==> src/rtl/pipe_ctrl.sv <==
// ============================================================================
// pipe_ctrl
// ----------------------------------------------------------------------------
// In-order pipeline controller. It owns the per-stage valid bits and drives
// the load enables of the NSTAGE pipeline registers in the datapath. It
// resolves back-pressure from stall requests and kills younger stages when an
// older stage redirects the PC. It also keeps the cycle and retired-instruction
// counters and a watchdog on stage 0 hold time.
//
// Stage 0 is the youngest register (IF/ID). Stage NSTAGE-1 is the oldest
// (MEM/WB).
//
// Parameters
//   NSTAGE  number of controlled pipeline registers (>= 2)
//   XLEN    PC / counter width
//   WDOG    consecutive stage-0 hold cycles before wdog_timeout (>= 1)
//
// Ports
//   clk             rising-edge clock
//   reset           asynchronous reset, active low
//   in_valid        fetch offers an instruction to stage 0
//   in_ready        stage 0 accepts this cycle
//   stall_req       per-stage "cannot advance" request
//   flush_req       per-stage redirect request (one-cycle pulse)
//   flush_pc        per-stage redirect target, slice [i*XLEN +: XLEN]
//   stage_valid     registered per-stage live-instruction flags
//   stage_en        per-stage register load enable for this cycle
//   redirect_valid  PC must load redirect_pc this cycle
//   redirect_pc     target of the oldest live redirecting stage
//   commit_valid    oldest stage retires this cycle
//   cycle_cnt       cycles since reset (wraps)
//   instret_cnt     retired instructions since reset (wraps)
//   wdog_timeout    sticky flag: stage 0 held for WDOG consecutive cycles
// ============================================================================
module pipe_ctrl #(
    parameter int NSTAGE = 5,
    parameter int XLEN   = 64,
    parameter int WDOG   = 256
) (
    input  logic                     clk,
    input  logic                     reset,
    input  logic                     in_valid,
    output logic                     in_ready,
    input  logic [NSTAGE-1:0]        stall_req,
    input  logic [NSTAGE-1:0]        flush_req,
    input  logic [NSTAGE*XLEN-1:0]   flush_pc,
    output logic [NSTAGE-1:0]        stage_valid,
    output logic [NSTAGE-1:0]        stage_en,
    output logic                     redirect_valid,
    output logic [XLEN-1:0]          redirect_pc,
    output logic                     commit_valid,
    output logic [XLEN-1:0]          cycle_cnt,
    output logic [XLEN-1:0]          instret_cnt,
    output logic                     wdog_timeout
);

    // Watchdog counter is wide enough to hold WDOG-1. A 1-bit counter is
    // kept for WDOG == 1 so the width never collapses to zero.
    localparam int              WCW      = (WDOG > 1) ? $clog2(WDOG) : 1;
    localparam logic [WCW-1:0]  WDOG_MAX = WCW'(WDOG - 1);

    logic [NSTAGE-1:0] hold;
    logic [NSTAGE-1:0] eff_flush;
    logic [NSTAGE-1:0] kill;
    logic [NSTAGE-1:0] valid_nxt;
    logic [WCW-1:0]    wdog_cnt;

    // Back-pressure: a stall in stage i freezes stage i and every younger
    // stage. The running OR is accumulated from the oldest stage downward.
    always_comb begin
        logic acc;
        acc  = 1'b0;
        hold = '0;
        for (int i = NSTAGE - 1; i >= 0; i--) begin
            acc     = acc | stall_req[i];
            hold[i] = acc;
        end
    end

    // Redirect resolution. Only a live stage may redirect. The oldest live
    // requester wins. kill[i] is set when any effective flush sits strictly
    // above i, so the winner survives and every younger stage is squashed.
    always_comb begin
        logic acc;
        eff_flush   = flush_req & stage_valid;
        acc         = 1'b0;
        kill        = '0;
        redirect_pc = '0;
        for (int i = NSTAGE - 1; i >= 0; i--) begin
            kill[i] = acc;
            acc     = acc | eff_flush[i];
        end
        // Ascending scan: the last (oldest) hit overwrites younger ones.
        for (int i = 0; i < NSTAGE; i++) begin
            if (eff_flush[i]) begin
                redirect_pc = flush_pc[i*XLEN +: XLEN];
            end
        end
    end

    assign redirect_valid = |eff_flush;

    // Fetch is refused while stage 0 is frozen or while the PC is being
    // redirected. An offer made during a redirect is simply dropped.
    assign in_ready     = ~hold[0] & ~redirect_valid;
    assign stage_en     = ~hold | kill;
    assign commit_valid = stage_valid[NSTAGE-1] & ~stall_req[NSTAGE-1];

    // Next-state valid bits. Priority is kill, then hold, then advance. A
    // stage directly above a frozen stage receives a bubble.
    always_comb begin
        valid_nxt = '0;
        if (kill[0]) begin
            valid_nxt[0] = 1'b0;
        end else if (hold[0]) begin
            valid_nxt[0] = stage_valid[0];
        end else begin
            valid_nxt[0] = in_valid & in_ready;
        end
        for (int i = 1; i < NSTAGE; i++) begin
            if (kill[i]) begin
                valid_nxt[i] = 1'b0;
            end else if (hold[i]) begin
                valid_nxt[i] = stage_valid[i];
            end else if (hold[i-1]) begin
                valid_nxt[i] = 1'b0;
            end else begin
                valid_nxt[i] = stage_valid[i-1];
            end
        end
    end

    // State registers: valids, counters and watchdog.
    always_ff @(posedge clk or negedge reset) begin
        if (!reset) begin
            stage_valid  <= '0;
            cycle_cnt    <= '0;
            instret_cnt  <= '0;
            wdog_cnt     <= '0;
            wdog_timeout <= 1'b0;
        end else begin
            stage_valid <= valid_nxt;
            cycle_cnt   <= cycle_cnt + XLEN'(1);
            instret_cnt <= instret_cnt + XLEN'(commit_valid);
            if (hold[0]) begin
                // Saturate so a very long stall cannot wrap back to zero.
                if (wdog_cnt != WDOG_MAX) begin
                    wdog_cnt <= wdog_cnt + WCW'(1);
                end
                if (wdog_cnt == WDOG_MAX) begin
                    wdog_timeout <= 1'b1;
                end
            end else begin
                wdog_cnt <= '0;
            end
        end
    end

endmodule

==> config.mk <==
export PLATFORM = sky130hd
export DESIGN_NAME = pipe_ctrl
export DESIGN_NICKNAME = d
export VERILOG_FILES = /design/src/rtl/pipe_ctrl.sv
export SDC_FILE = /design/constraint.sdc
export NUM_CORES = 1
export LEC_CHECK = 0
export BUFFER_PORTS_ARGS = -buffer_cell sky130_fd_sc_hd__buf_4
export CAP_MARGIN = 20
export CORE_AREA = 2 2 208 210
export CTS_CLUSTER_SIZE = 16
export DETAILED_ROUTE_END_ITERATION = 7
export DIE_AREA = 0 0 210 212
export PLACE_DENSITY = 0.42
export RECOVER_POWER = 100
export SETUP_SLACK_MARGIN = 0.4
export SLEW_MARGIN = 20
export SYNTH_ARGS = -nofsm -noshare
export SYNTH_HDL_FRONTEND = slang
export SYNTH_SLANG_ARGS = --single-unit
export TNS_END_PERCENT = 30
==> constraint.sdc <==
create_clock -name clk -period 2.1 [get_ports clk]
set_input_delay 0.315 -clock clk [delete_from_list [all_inputs] [get_ports clk]]
set_output_delay 0.315 -clock clk [all_outputs]
set_load 0.005 [all_outputs]
Word level (Yosys, flattened, before mapping):

Cells that the tools add are included.

* bitwise gates (word level): 16
* muxes and demuxes: 19
* reductions and logical operators: 2
* eq/ne operators: 7
* add/subtract/negate cells: 3

Operator list (count)
* $mux 64: 5
* $add 64x1->64: 1
* $add 64x1->64 const B: 1
* $mux 8: 2
* $mux 1: 12
* $ne 2x1->1 const B: 5
* $add 8x1->8 const B: 1
* $eq 8x8->1 const B: 1
* $ne 8x8->1 const B: 1
* $or 1x1->1: 7
* $and 5x5->5: 1
* $not 5->5: 1
* $or 5x4->5: 1
* $reduce_or 5->1: 1
* $and 1x1->1: 3
* $not 1->1: 3
* $reduce_and 2->1: 1

* logic and storage cells: 56
* register bits after elaboration: 142

Longest topological paths before layout:

* word-level depth: 9
* depth in mapped cells: 9

Worst setup path before layout:

OpenSTA, ideal clock, no wires.

* path type: flip-flop to flip-flop
* start: register stage_valid[4]
* end: register instret_cnt[49]
* clock period less this slack: 2371 ps
* arrival: 2246 ps
* path slack: -271 ps
* cell stages (with the launch flop): 9
* path through: dfrtp_1 nor2b_1 ha_1 nand2_1 nor4_1 and3_1 buf_2 nand4_1 xnor2_1

* cells in the longest elaborated chain, start to end: 2

RTL lines
* from (decl): RTL line 47 `output logic [NSTAGE-1:0] stage_valid,`
* from (signal assigned): RTL line 142 `stage_valid <= valid_nxt;`
* $and 1x1->1: RTL line 107 `assign commit_valid = stage_valid[NSTAGE-1] & ~stall_req[NSTAGE-1];`
* named net commit_valid: RTL line 51 `output logic commit_valid,`
* $add 64x1->64: RTL line 144 `instret_cnt <= instret_cnt + XLEN'(commit_valid);`
* to (signal assigned): RTL line 144
* to (decl): RTL line 53 `output logic [XLEN-1:0] instret_cnt,`

The timed path passes the listed nets, and every way through them passes these cells.
A chain may end at the register's enable or synchronous reset.

Worst setup path after layout:

* start: register stage_valid[1]
* end: output port redirect_pc[28]

* cells in the longest elaborated chain, start to end: 5

RTL lines
* $and 5x5->5: RTL line 85 `eff_flush = flush_req & stage_valid;`
* $mux 64 (4 in series): RTL line 95 `if (eff_flush[i]) begin`
* to (decl): RTL line 50 `output logic [XLEN-1:0] redirect_pc,`

No other way between the ends.

==> flow_summary.yaml <==
drt:
  drt_iter0_markers: 417
  wire_per_inst_um: 23.9
  drc_errors: 0
  routed_wl_um: 52300
  postRouteAntennaNets: 0
  num_vias: 10400
  dr.pass1.iters: 4
  vias_per_cell: 4.76
global_routing:
  antenna_found_initial: 5
  grtUsageMet1: 0.266
  grt_overflow_total: 0
  track_usage: 0.228
  grt_pass1_vias: 10800
  met2_usage: 0.409
  gr-usage-met3: 0.0588
  grt_start_max_net_pins: 48
  grt.busiest_layer: "met2"
  grt_pass1_wl_um: 74500
floorplanning:
  die_x_um: 210
  io_pins: 539
  rows: 76
  die_h_um: 212
  core_area_um2: 42500
  initial_core_util: 0.205
  dieArea_um2: 44500
critical_path:
  end_kind: "output pin"
  critPathKind: "register to output pin"
  path_cells: "and2_4 > nor2_4 > clkbuf_16 > buf_16 > a221oi_4 > a2bb2oi_2 > a21oi_2 > buf_4"
  start_kind: "register"
  cp_num_buf_inv: 3
  cp.required_ps: 1780
  slowest_delay_ps: 370
  crit_arrival_ps: 2270
  critical_path.slowest_cell: "dfrtp_1"
  critical_path.max_fanout: 8
  crit_start: "stage_valid[1]$_DFFE_PN0P_"
  r2r_start: "stage_valid[4]$_DFFE_PN0N_"
  critical-path-top-delay-family: "compound AO/OA/AOI/OAI gates"
synthesis:
  syn_area_per_cell_um2: 8.87
  synth_top_area_frac: 0.407
  synth_warnings: 0
  yosysTopAreaCell: "dfrtp_1"
  ys_ff_latch: 142
  postSynthCellCount: 984
  syn_area_um2: 8720
  yosysSeqAreaShare: 0.407
  synth_cell_type_count: 39
  synth_nets: 1321
  synth_area_leaders: "dfrtp_1, xnor2_1, a221oi_1"
power:
  total_power_mw: 9.60
  leakagePower_nw: 7.55
  irDropWorstVdd_uv: 576
  power.density_nw_per_um2: 584
clock_tree:
  clk_latency_ps: 430
  clockRootBuffer: "clkbuf_16"
  htreeDepth: 4
  clk_pin_slew_worst_paths_ps: 60
  cts_made_buffers: 17
  clockBufferDepth: 2
  clock_sinks: 142
  cts_tree: "yes"
placed_design:
  post-dp-hpwl_um: 42900
  gp_congestion: 0.975
  portBuffers: 538
  dp.cells: 2140
  dp_slack_ps: -491
sta:
  min_period_over_period: 1.23
  worst_pin_slew_ps: 1190
  period_minus_slack_ps: 2580
  rsz0062_at_grt: "true"
  maxSlewHeadroom: 0.206
  finalWorstSetupSlack_ps: -484
  skew_ps: 10.2
  timing.fmax_mhz: 387
  maxSlewViolCount: 0
  setup-violations-final: 93
  finalHoldViolCount: 0
run_status:
  status: "finished with violations"
  violations: "setup timing"
run:
  drv_cap: 0
cells_and_area:
  instances_no_fill: 2194
  drive_gt1_frac: 0.513
  final_nets: 1968
  syn_to_final_growth_pct: 88.4
  fillers: 4444
min_path:
  hold_class: "input port to register"
  hp-start: "stall_req[3]"
## placed cells by master (no fill, tap or decap), types with 15 or more instances in the layout
cell       count
buf_4        500
dfrtp_1      142
nor2_1        98
xnor2_1       89
clkbuf_1      76
clkbuf_4      75
o21ai_0       66
nand4_1       51
nand3_1       45
a21oi_1       42
xor2_1        38
a2bb2oi_2     38
nand2_1       34
a221oi_2      30
a21oi_2       25
a2bb2oi_1     23
clkbuf_16     21
a221oi_4      17
a221oi_1      17
buf_12        17
inv_1         15
nand3_2       15
## flip-flops by register name, summed over array words and instances, names as in the netlist
signal / count
cycle_cnt: 64
wdog_timeout: 1
instret_cnt: 64
stage_valid: 5
wdog_cnt: 8
## per-stage QoR
stage          TNS [ps]   util  cell area (µm²)  hold WS (ps)
2_1_floorplan      -111      -             8870          19.4
3_3_place_gp      -7530  0.343            14600           293
3_5_place_dp      -7960  0.343            14600           297
4_1_cts          -25270  0.386            16400          94.8
5_1_grt          -47440  0.387            16400           124
6_report         -27990  0.387            16400           127
## power by group
part	switching (mW)	total, mW	internal, mW
combinational	1.45	3.32	1.87
clock	1.19	3.35	2.17
sequential	0.0840	2.92	2.83
total	2.73	9.60	6.87
## cell usage after synthesis
cell type,instances
inv_1,15
o21ai_0,68
a2bb2oi_1,64
nor4_1,11
and3_1,14
or3b_2,1
dfrtp_1,142
nor4b_1,1
mux2i_1,1
nor4_2,2
a211oi_1,1
nor2_1,107
and4_1,8
xnor2_1,90
nor3b_2,1
xor2_1,38
or4_1,3
and2_1,12
o21bai_1,1
nor3_2,3
nand4_2,2
nor3b_1,2
nand4b_1,2
buf_2,2
clkbuf_1,60
a31oi_1,2
nor2b_1,2
nor3_1,24
nand4_1,50
a311oi_1,1
buf_1,1
ha_1,4
or4_4,1
nand2_1,46
or3_1,3
a21oi_1,69
a221oi_1,64
or2_2,4
nand3_1,62
## worst paths after layout
check	to	slack, ps	depth (start not counted)
hold / removal	stage_valid[4]$_DFFE_PN0N_	130	2
max in group asynchronous	stage_valid[1]$_DFFE_PN0P_	220	3
hold reg to reg	wdog_timeout$_DFFE_PN0P_	470	1
setup / recovery	redirect_pc[28]	-480	8
min in group asynchronous	cycle_cnt[53]$_DFF_PN0_	670	2
setup reg to reg	instret_cnt[42]$_DFF_PN0_	-250	9
## what timing repair did
item	in CTS	in global routing
cloned	2	4
buffers inserted	7	4
hold endpoints to repair	43	0
setup endpoints to repair	161	169
hold buffers	1	0
pin swaps	159	68
gates resized for setup	184	66
## routing by layer
| metal | share of wire | vias up | wire length, µm |
|---|---|---|---|
| met5 | 0.00031 | - | 16 |
| met4 | 0.027 | 2 | 1430 |
| met3 | 0.060 | 56 | 3120 |
| met2 | 0.51 | 299 | 26900 |
| met1 | 0.40 | 5112 | 20800 |
| li1 | - | 4977 | - |
## layout make-up
type	instances	area, µm²	share of cell area
inverter	15	56.3	0.00343
sequential	142	3550	0.216
clock buffer	21	460	0.0280
tap	546	683	0.0416
multi-input combinational	764	6200	0.377
timing repair buffer	691	5290	0.322
antenna	4	10.0	0.000609
clock inverter	11	188	0.0114
## kinds of logic after synthesis
family,after synthesis,share of synthesized area
AND/OR/NAND/NOR,361,0.212
AO/OA/AOI/OAI,270,0.211
flip-flops,142,0.407
XOR/XNOR,128,0.128
buffers and inverters,78,0.0338
adder cells (fa/ha/maj),4,0.00574
multiplexers,1,0.00115
Note: power is estimated with default switching activity, not from simulation.
